### src/rtl/mem_arbiter.sv
// mem_arbiter: round-robin share of one delayed memory port between NUM_REQ requesters.
// Latency: request seen in IDLE at cycle t -> one-cycle mem request pulse at t+1 -> ack at t+1+D.
// Backpressure: level requests are held by the requester until its one-cycle req_ack_o pulse.
//
// Ports:
//   clk_i, rst_i              clock, synchronous active-high reset
//   req_rd_i / req_wr_i       per-requester read / write request levels
//   req_addr_i / req_wr_data_i packed per-requester address and write data
//   req_rd_data_o             shared read-data return, qualified by req_ack_o
//   req_ack_o / req_err_o     one-hot completion pulse and its error flag
//   req_busy_o                one-hot: requester's command granted and in flight
//   mem_*                     command pulse, address, data and ack towards memory
// Optional build macro MEM_ARB_TIMEOUT_EN adds a WAIT-state watchdog that completes
// a hung command with req_err_o set after TIMEOUT_CYCLES cycles without mem_ack_i.
module mem_arbiter #(
    parameter int NUM_REQ        = 2,
    parameter int ADDR_WIDTH     = 32,
    parameter int DATA_WIDTH     = 32,
    parameter int TIMEOUT_CYCLES = 255
) (
    input  logic                           clk_i,
    input  logic                           rst_i,
    input  logic [NUM_REQ-1:0]             req_rd_i,
    input  logic [NUM_REQ-1:0]             req_wr_i,
    input  logic [NUM_REQ*ADDR_WIDTH-1:0]  req_addr_i,
    input  logic [NUM_REQ*DATA_WIDTH-1:0]  req_wr_data_i,
    output logic [DATA_WIDTH-1:0]          req_rd_data_o,
    output logic [NUM_REQ-1:0]             req_ack_o,
    output logic [NUM_REQ-1:0]             req_busy_o,
    output logic [NUM_REQ-1:0]             req_err_o,
    output logic                           mem_rd_req_o,
    output logic                           mem_wr_req_o,
    output logic [ADDR_WIDTH-1:0]          mem_addr_o,
    output logic [DATA_WIDTH-1:0]          mem_wr_data_o,
    input  logic [DATA_WIDTH-1:0]          mem_rd_data_i,
    input  logic                           mem_ack_i,
    input  logic                           mem_busy_i
);

    localparam int IDX_W = (NUM_REQ > 1) ? $clog2(NUM_REQ) : 1;

    typedef logic [IDX_W-1:0] idx_t;

    typedef enum logic [1:0] {
        ST_IDLE  = 2'd0,
        ST_ISSUE = 2'd1,
        ST_WAIT  = 2'd2
    } state_e;

    typedef struct packed {
        logic                  wr;
        logic [ADDR_WIDTH-1:0] addr;
        logic [DATA_WIDTH-1:0] dat;
    } cmd_t;

    state_e state_q, state_d;
    idx_t   grant_q, grant_d;
    idx_t   rr_ptr_q, rr_ptr_d;
    cmd_t   cmd_q, cmd_d;
    logic   mem_rd_req_q, mem_rd_req_d;
    logic   mem_wr_req_q, mem_wr_req_d;

    logic [NUM_REQ-1:0] pending;
    logic               win_vld;
    idx_t               win_idx;
    logic               done;

`ifdef MEM_ARB_TIMEOUT_EN
    logic [7:0] wait_cnt_q, wait_cnt_d;
    logic       timed_out;
`endif

    // Round-robin search starting at rr_ptr_q, wrapping modulo NUM_REQ.
    always_comb begin
        int   cand;
        idx_t cand_idx;
        pending  = req_rd_i | req_wr_i;
        win_vld  = 1'b0;
        win_idx  = '0;
        cand     = 0;
        cand_idx = '0;
        for (int k = 0; k < NUM_REQ; k++) begin
            cand = int'(rr_ptr_q) + k;
            if (cand >= NUM_REQ) begin
                cand = cand - NUM_REQ;
            end
            cand_idx = idx_t'(cand);
            if (!win_vld && pending[cand_idx]) begin
                win_vld = 1'b1;
                win_idx = cand_idx;
            end
        end
    end

    always_comb begin
        state_d      = state_q;
        grant_d      = grant_q;
        rr_ptr_d     = rr_ptr_q;
        cmd_d        = cmd_q;
        mem_rd_req_d = 1'b0;
        mem_wr_req_d = 1'b0;
        done         = 1'b0;
`ifdef MEM_ARB_TIMEOUT_EN
        wait_cnt_d   = wait_cnt_q;
        timed_out    = 1'b0;
`endif
        case (state_q)
            ST_IDLE: begin
                if (win_vld) begin
                    grant_d   = win_idx;
                    // Write wins when a requester raises both levels.
                    cmd_d.wr   = req_wr_i[win_idx];
                    cmd_d.addr = req_addr_i[win_idx*ADDR_WIDTH +: ADDR_WIDTH];
                    cmd_d.dat  = req_wr_data_i[win_idx*DATA_WIDTH +: DATA_WIDTH];
                    // Pulse registers are loaded here so they are high during ISSUE only.
                    mem_wr_req_d = req_wr_i[win_idx];
                    mem_rd_req_d = ~req_wr_i[win_idx];
                    state_d      = ST_ISSUE;
                end
            end
            ST_ISSUE: begin
                state_d = ST_WAIT;
`ifdef MEM_ARB_TIMEOUT_EN
                wait_cnt_d = '0;
`endif
            end
            ST_WAIT: begin
                if (mem_ack_i) begin
                    done = 1'b1;
`ifdef MEM_ARB_TIMEOUT_EN
                end else if (wait_cnt_q == 8'(TIMEOUT_CYCLES)) begin
                    done      = 1'b1;
                    timed_out = 1'b1;
                end else begin
                    wait_cnt_d = wait_cnt_q + 8'd1;
`endif
                end
            end
            default: begin
                state_d = ST_IDLE;
            end
        endcase

        if (done) begin
            rr_ptr_d = (grant_q == idx_t'(NUM_REQ - 1)) ? '0 : grant_q + 1'b1;
            state_d  = ST_IDLE;
        end
    end

    // Completion is combinational on mem_ack_i so the requester sees it in the ack cycle.
    always_comb begin
        req_ack_o     = '0;
        req_err_o     = '0;
        req_busy_o    = '0;
        req_rd_data_o = '0;
        if (state_q != ST_IDLE) begin
            req_busy_o[grant_q] = 1'b1;
        end
        if (done) begin
            req_ack_o[grant_q] = 1'b1;
`ifdef MEM_ARB_TIMEOUT_EN
            req_err_o[grant_q] = timed_out;
            if (!cmd_q.wr && !timed_out) begin
                req_rd_data_o = mem_rd_data_i;
            end
`else
            if (!cmd_q.wr) begin
                req_rd_data_o = mem_rd_data_i;
            end
`endif
        end
    end

    always_ff @(posedge clk_i) begin
        if (rst_i) begin
            state_q      <= ST_IDLE;
            grant_q      <= '0;
            rr_ptr_q     <= '0;
            cmd_q        <= '0;
            mem_rd_req_q <= 1'b0;
            mem_wr_req_q <= 1'b0;
        end else begin
            state_q      <= state_d;
            grant_q      <= grant_d;
            rr_ptr_q     <= rr_ptr_d;
            cmd_q        <= cmd_d;
            mem_rd_req_q <= mem_rd_req_d;
            mem_wr_req_q <= mem_wr_req_d;
        end
    end

`ifdef MEM_ARB_TIMEOUT_EN
    always_ff @(posedge clk_i) begin
        if (rst_i) begin
            wait_cnt_q <= '0;
        end else begin
            wait_cnt_q <= wait_cnt_d;
        end
    end
`endif

    assign mem_rd_req_o  = mem_rd_req_q;
    assign mem_wr_req_o  = mem_wr_req_q;
    assign mem_addr_o    = cmd_q.addr;
    assign mem_wr_data_o = cmd_q.dat;

    a_params: assert property (@(posedge clk_i)
        (NUM_REQ >= 2) && (NUM_REQ <= 8) && (TIMEOUT_CYCLES >= 1) && (TIMEOUT_CYCLES <= 255));

    // A requester must never raise read and write together.
    a_rd_wr_excl: assert property (@(posedge clk_i) disable iff (rst_i)
        (state_q == ST_IDLE) |-> ((req_rd_i & req_wr_i) == '0));

    // Memory must be ready whenever a command pulse is issued.
    a_mem_not_busy: assert property (@(posedge clk_i) disable iff (rst_i)
        (mem_rd_req_o || mem_wr_req_o) |-> !mem_busy_i);

endmodule

### config.mk
export PLATFORM = sky130hd
export DESIGN_NAME = mem_arbiter
export DESIGN_NICKNAME = d
export VERILOG_FILES = /design/src/rtl/mem_arbiter.sv
export SDC_FILE = /design/constraint.sdc
export NUM_CORES = 1
export LEC_CHECK = 0
export ABC_AREA = 0
export ABC_CLOCK_PERIOD_IN_PS = 3100
export BUFFER_PORTS_ARGS = -buffer_cell sky130_fd_sc_hd__buf_4
export CAP_MARGIN = 20
export CELL_PAD_IN_SITES_DETAIL_PLACEMENT = 1
export CELL_PAD_IN_SITES_GLOBAL_PLACEMENT = 1
export CORE_MARGIN = 2
export CORE_UTILIZATION = 32
export DETAILED_ROUTE_END_ITERATION = 8
export PLACE_DENSITY = 0.83
export SKIP_CTS_REPAIR_TIMING = 1
export SLEW_MARGIN = 20
export SYNTH_ARGS = -nofsm -noshare
export SYNTH_HDL_FRONTEND = slang
export SYNTH_SLANG_ARGS = --single-unit
### constraint.sdc
create_clock -name clk_i -period 3.1 [get_ports clk_i]
set_clock_uncertainty 0.1 [all_clocks]
set_input_delay 0.465 -clock clk_i [delete_from_list [all_inputs] [get_ports clk_i]]
set_output_delay 0.465 -clock clk_i [all_outputs]
set_load 0.01 [all_outputs]
# ---- Yosys cells after proc, flatten, opt, wreduce, memory -nomap -nowiden
# Index checks and enable logic that the tools add are counted.
dict set report classes {
  n_addsub 4
  order_cmp 7
  n_eq_ne 3
  shift 2
  muxes 23
  n_bitwise 5
  reduce_logical 9
}
# cell count
set op_table {}
lappend op_table {{$shiftx 64x7->32} 2}
lappend op_table {{$mux 32} 2}
lappend op_table {{$mux 1} 16}
lappend op_table {{$lt 1x2->1 const B} 4}
lappend op_table {{$mux 2} 3}
lappend op_table {{$pmux 2 s3} 1}
lappend op_table {{$not 1->1} 4}
lappend op_table {{$reduce_and 2->1} 2}
lappend op_table {{$reduce_or 3->1} 1}
lappend op_table {{$add 1x1->2 const B} 1}
lappend op_table {{$eq 2x1->1 const B} 1}
lappend op_table {{$eq 2x2->1 const B} 1}
lappend op_table {{$ge 1x2->1 const B} 1}
lappend op_table {{$ge 2x2->1 const B} 1}
lappend op_table {{$logic_and 1x1->1} 2}
lappend op_table {{$logic_not 2->1} 1}
lappend op_table {{$ne 2x2->1 const B} 1}
lappend op_table {{$or 2x2->2} 1}
lappend op_table {{$reduce_bool 2->1} 1}
lappend op_table {{$reduce_or 2->1} 1}
lappend op_table {{$sub 1x1->1 const B} 2}
lappend op_table {{$add 1x1->1 const B} 1}
lappend op_table {{$demux 1 s1} 1}
lappend op_table {{$ge 1x1->1 const B} 1}
lappend op_table {{$logic_not 1->1} 1}
dict set report totals {
  reg_bits 71
  input_bits 168
  wordCells 61
}

# ---- Longest topological paths before layout
dict set report logic_depth {
  word_depth 11
  depth_mapped 6
  depth_no_buf 3
}

# ---- Worst setup path after synthesis
# Ideal clock, no wire load.
dict set report synth_timing {
  kind {input to register}
  from {input port req_wr_i[0]}
  to {register cmd_q (netlist bit mem_addr_o[0])}
  arrival_time_ps 1667
  required_ps 2853
  slack_ps 1186
  cell_stages 6
  n_path_buf 3
  cell_sequence {or4_1 > clkbuf_1 > clkbuf_1 > buf_2 > a21oi_1 > a311oi_2}
}
dict set report synth_between {
  elab_chain_len 8
  elab_cells_between_ends 13
  classes_between {shift: 1; mux: 8; bitwise: 1; reduce/logical: 3}
}
# element line_no
set synth_lines {}
lappend synth_lines {{start: declaration} 24} ;# input logic [NUM_REQ-1:0] req_wr_i,
lappend synth_lines {{$or 2x2->2 (*)} 77} ;# pending = req_rd_i | req_wr_i;
lappend synth_lines {{$mux 1 (implied by the code) (2 in a row)} 88} ;# if (!win_vld && pending[cand_idx]) begin
lappend synth_lines {{$mux 1} 88}
lappend synth_lines {{$logic_not 1->1} 88}
lappend synth_lines {{$logic_and 1x1->1} 88}
lappend synth_lines {{$mux 1} 88}
lappend synth_lines {{$shiftx 64x7->32 / $reduce_and 2->1 (equally long branches)} --}
lappend synth_lines {{end signal: assignment} 186} ;# cmd_q <= cmd_d;
lappend synth_lines {{end: declaration} 59} ;# cmd_t cmd_q, cmd_d;
# Mark *: on every way between the ends. The rest lies on a longest branch, timed or not. The select of a mux whose other input is x is not followed.
# A chain may end at the register's enable or synchronous reset.

# ---- Worst setup path in the final report
dict set report layout_timing {
  from {register state_q[1]}
  to {output port req_busy_o[0]}
}
dict set report layout_between {
  elab_chain_len 2
}
# element line_no
set layout_lines {}
lappend layout_lines {{start: declaration} 56} ;# state_e state_q, state_d;
lappend layout_lines {{start signal: assignment} 183} ;# state_q <= state_d;
lappend layout_lines {{$reduce_bool 2->1} 156} ;# if (state_q != ST_IDLE) begin
lappend layout_lines {{$mux 2} 156}
lappend layout_lines {{end: declaration} 29} ;# output logic [NUM_REQ-1:0] req_busy_o,
# Every way passes these cells.

==> metrics.txt <==
Mapped Avg Cell Area=8.52 um^2; Setup WS pre-CTS=roughly 0.73 ns; Post-route DRC=0; hold path start=req_addr_i[62]; DRT Pass-1 Iters=4; Syn-to-layout area delta=43.8%; GR Overflow Total=0; Max Root-Sink Buffers=2; final setup vio count=0; Sw Pwr=approximately 0.00097 W; Die Y-Extent=about 120 um; final antenna-violating net count=0; Synth top cells by count=dfxtp_1 (71), a21oi_1 (66), buf_4 (66), nand3_1 (65), o21ai_0 (64); Slew HR=about 30%; GRT Overall Usage=between 20% and 30%; maximum clock frequency=about 440 MHz; VDD IR max=0.252 mV; worst path required time=2.53 ns; layout cells sized above 1=roughly 51%; worst r2r dst=cmd_q[64]; starting DRC count in detailed routing=163; setup_tns=0 ns; R2R depth=4; PnR worst setup slack=just over 0.8 ns; Die Area=around 15000 um^2; cell with the most instances after synthesis=dfxtp_1; # clock sinks=~70; area of the core=between 10000 and 15000 um^2; top_reg_cell synth=dfxtp_1; post-synth top area share=32.2%; fillers=1596; Arr. time, crit path=roughly 1.7 ns; total length of routed wires=16.5 mm; sw frac=slightly below 30%; number of synthesized flops with an enable pin=0; max-slew violation count=0; IO Pins=272; HP Class=in -> reg; Final HPWL DP=11.4 mm; largest net degree at the start of global routing=70; worst slew pin tran=1.05 ns; sequential power share=between 30% and 40%; CP Class=reg -> out; Via Count=4693; internal power=~0.0023 W; CTS tree=done; worst hold endpoint=mem_addr_o[30]; Netlist cell types=27; Layout Nets=around 850; PortBufs=268; Hold Vio Cnt, Final=0; vias per cell=roughly 5.4; Logic pwr share=30.4%; RSZ-0062 raised after global routing=no; most area-consuming cells after synthesis=dfxtp_1 (32%), a311oi_2 (17%), buf_4 (11%); reg2reg setup slack=approximately 1.2 ns; hold depth=3; P_leak=2.69 nW; Clock Latency Late Sink=around 0.33 ns; initial antenna violation count=1; Root Buffer=clkbuf_16; chip width=about 120 um; fin crit period=about 2.3 ns; Synth area leader=dfxtp_1; Synth async-reset ratio=0%; Crit. End Element=primary output; vias in the first global route=4971; Power Density=slightly above 500 nW/um^2; Mapped Cells=518; global-route wire length before repair=25.5 mm; GPL Wtd Cong=between 0.7 and 0.8; Num CTS Buffers=9; Synthesis Warnings=0; drt wl/cell=19.1 um; post-synthesis cell area=4410 um^2; Startpoint Class=flip-flop; outcome=completed; FF+latch count, synth=around 70; period utilization=74.0%; max cap viols=0; starting density of the core=roughly 33%; clock network fraction of design power=between 30% and 40%; crit path max fanout=69; Rows=42; reg2reg start=state_q[1]; sequential area share after synthesis=between 30% and 40%; Reg clk slew, reported paths=approximately 0.06 ns; H-tree Lvls=3
-- worst max path at each step --
stage                           start          endpoint  slack [ns]  cells after the start
final                      state_q[1]     req_busy_o[0]        0.81                      4
after global routing       state_q[1]     req_busy_o[1]        0.70                      4
after CTS                  state_q[1]     req_busy_o[0]        0.82                      4
after detailed placement  req_wr_i[0]  mem_wr_data_o[3]        0.73                      4
after global placement    req_wr_i[0]      mem_rd_req_o        0.79                      5
after floorplan           req_wr_i[0]     mem_addr_o[0]        1.19                      6
-- layout by cell type (no fill, tap or decap), types with 2 or more instances in the layout --
cell       Yosys  routed
a21oi_1       66      66
inv_1          3       3
conb_1         1       2
buf_4         66     274
nor2_4         0       2
nand3b_1       2       2
o21ai_0       64      64
bufinv_16      0       2
clkbuf_16      0       9
clkbuf_8       0       3
buf_12         0       3
nand2b_1       2       2
nand3_1       65      65
dfxtp_1       71      71
nor2_1        10       8
and2_1        33      32
a311oi_2      50      50
o21ba_2        2       2
a311oi_1      14      14
-- cell families (layout without fill, tap and decap cells) --
| family | after synthesis | in the layout | synth area share (%) |
|---|---|---|---|
| AOI/OAI and AO/OA | 200 | 200 | 35.7 |
| and+or+nand+nor | 116 | 116 | 14.0 |
| other | 1 | 3 | 0.0850 |
| DFF | 71 | 71 | 32.2 |
| buffers and inverters | 129 | 295 | 17.8 |
| muxes | 1 | 1 | 0.227 |
-- layout make-up --
type                            count  area (um^2)  share of cell area, %
Multi-Input combinational cell    319         2240                   35.3
Timing Repair Buffer              277         2120                   33.4
Sequential cell                    71         1420                   22.4
Clock buffer                       12          267                   4.20
Tap cell                          176          220                   3.47
Clock inverter                      3         65.1                   1.03
Inverter                            3         11.3                  0.177
Antenna cell                        1         2.50                 0.0394
-- worst max-delay path: stages (launching register included) --
cell,delay [ns]
dfxtp_1,0.35
nor2_4,0.12
buf_4,0.65
nor2_1,0.09
buf_4,0.18
-- registers in the layout, summed over array words and instances, names as in the netlist --
| signal | count |
|---|---|
| cmd_q | 1 |
| grant_q | 1 |
| mem_addr_o | 32 |
| mem_rd_req_o | 1 |
| mem_wr_data_o | 32 |
| mem_wr_req_o | 1 |
| rr_ptr_q | 1 |
| state_q | 2 |
-- per-stage QoR --
stage	util [%]	instances	power, W	hold WS (ns)	cell area, um^2
2_1_floorplan	-	519	0.00181	0.360	4420
3_3_place_gp	45.0	846	0.00209	0.389	6010
3_5_place_dp	45.0	846	0.00213	0.405	6010
4_1_cts	47.5	861	0.00329	0.306	6340
5_1_grt	47.5	862	0.00342	0.321	6350
6_report	47.5	862	0.00326	0.321	6350
-- metal layers --
metal	routed length, um	vias up	track usage (%)
li1	-	2165	-
met1	5870	2272	22.3
met2	8540	208	40.6
met3	1320	48	5.97
met4	729	0	11.7
met5	0	-	0
-- power groups by stage --
stage | clock (W) | sequential (W) | combinational, W
after floorplan | 0 | 0.00111 | 0.000699
after global placement | 0 | 0.00112 | 0.000969
after detailed placement | 0 | 0.00113 | 0.00100
after CTS | 0.00118 | 0.00111 | 0.00100
after global routing | 0.00122 | 0.00112 | 0.00108
final | 0.00116 | 0.00111 | 0.000992
No activity file was read; power rests on OpenSTA's default activity.
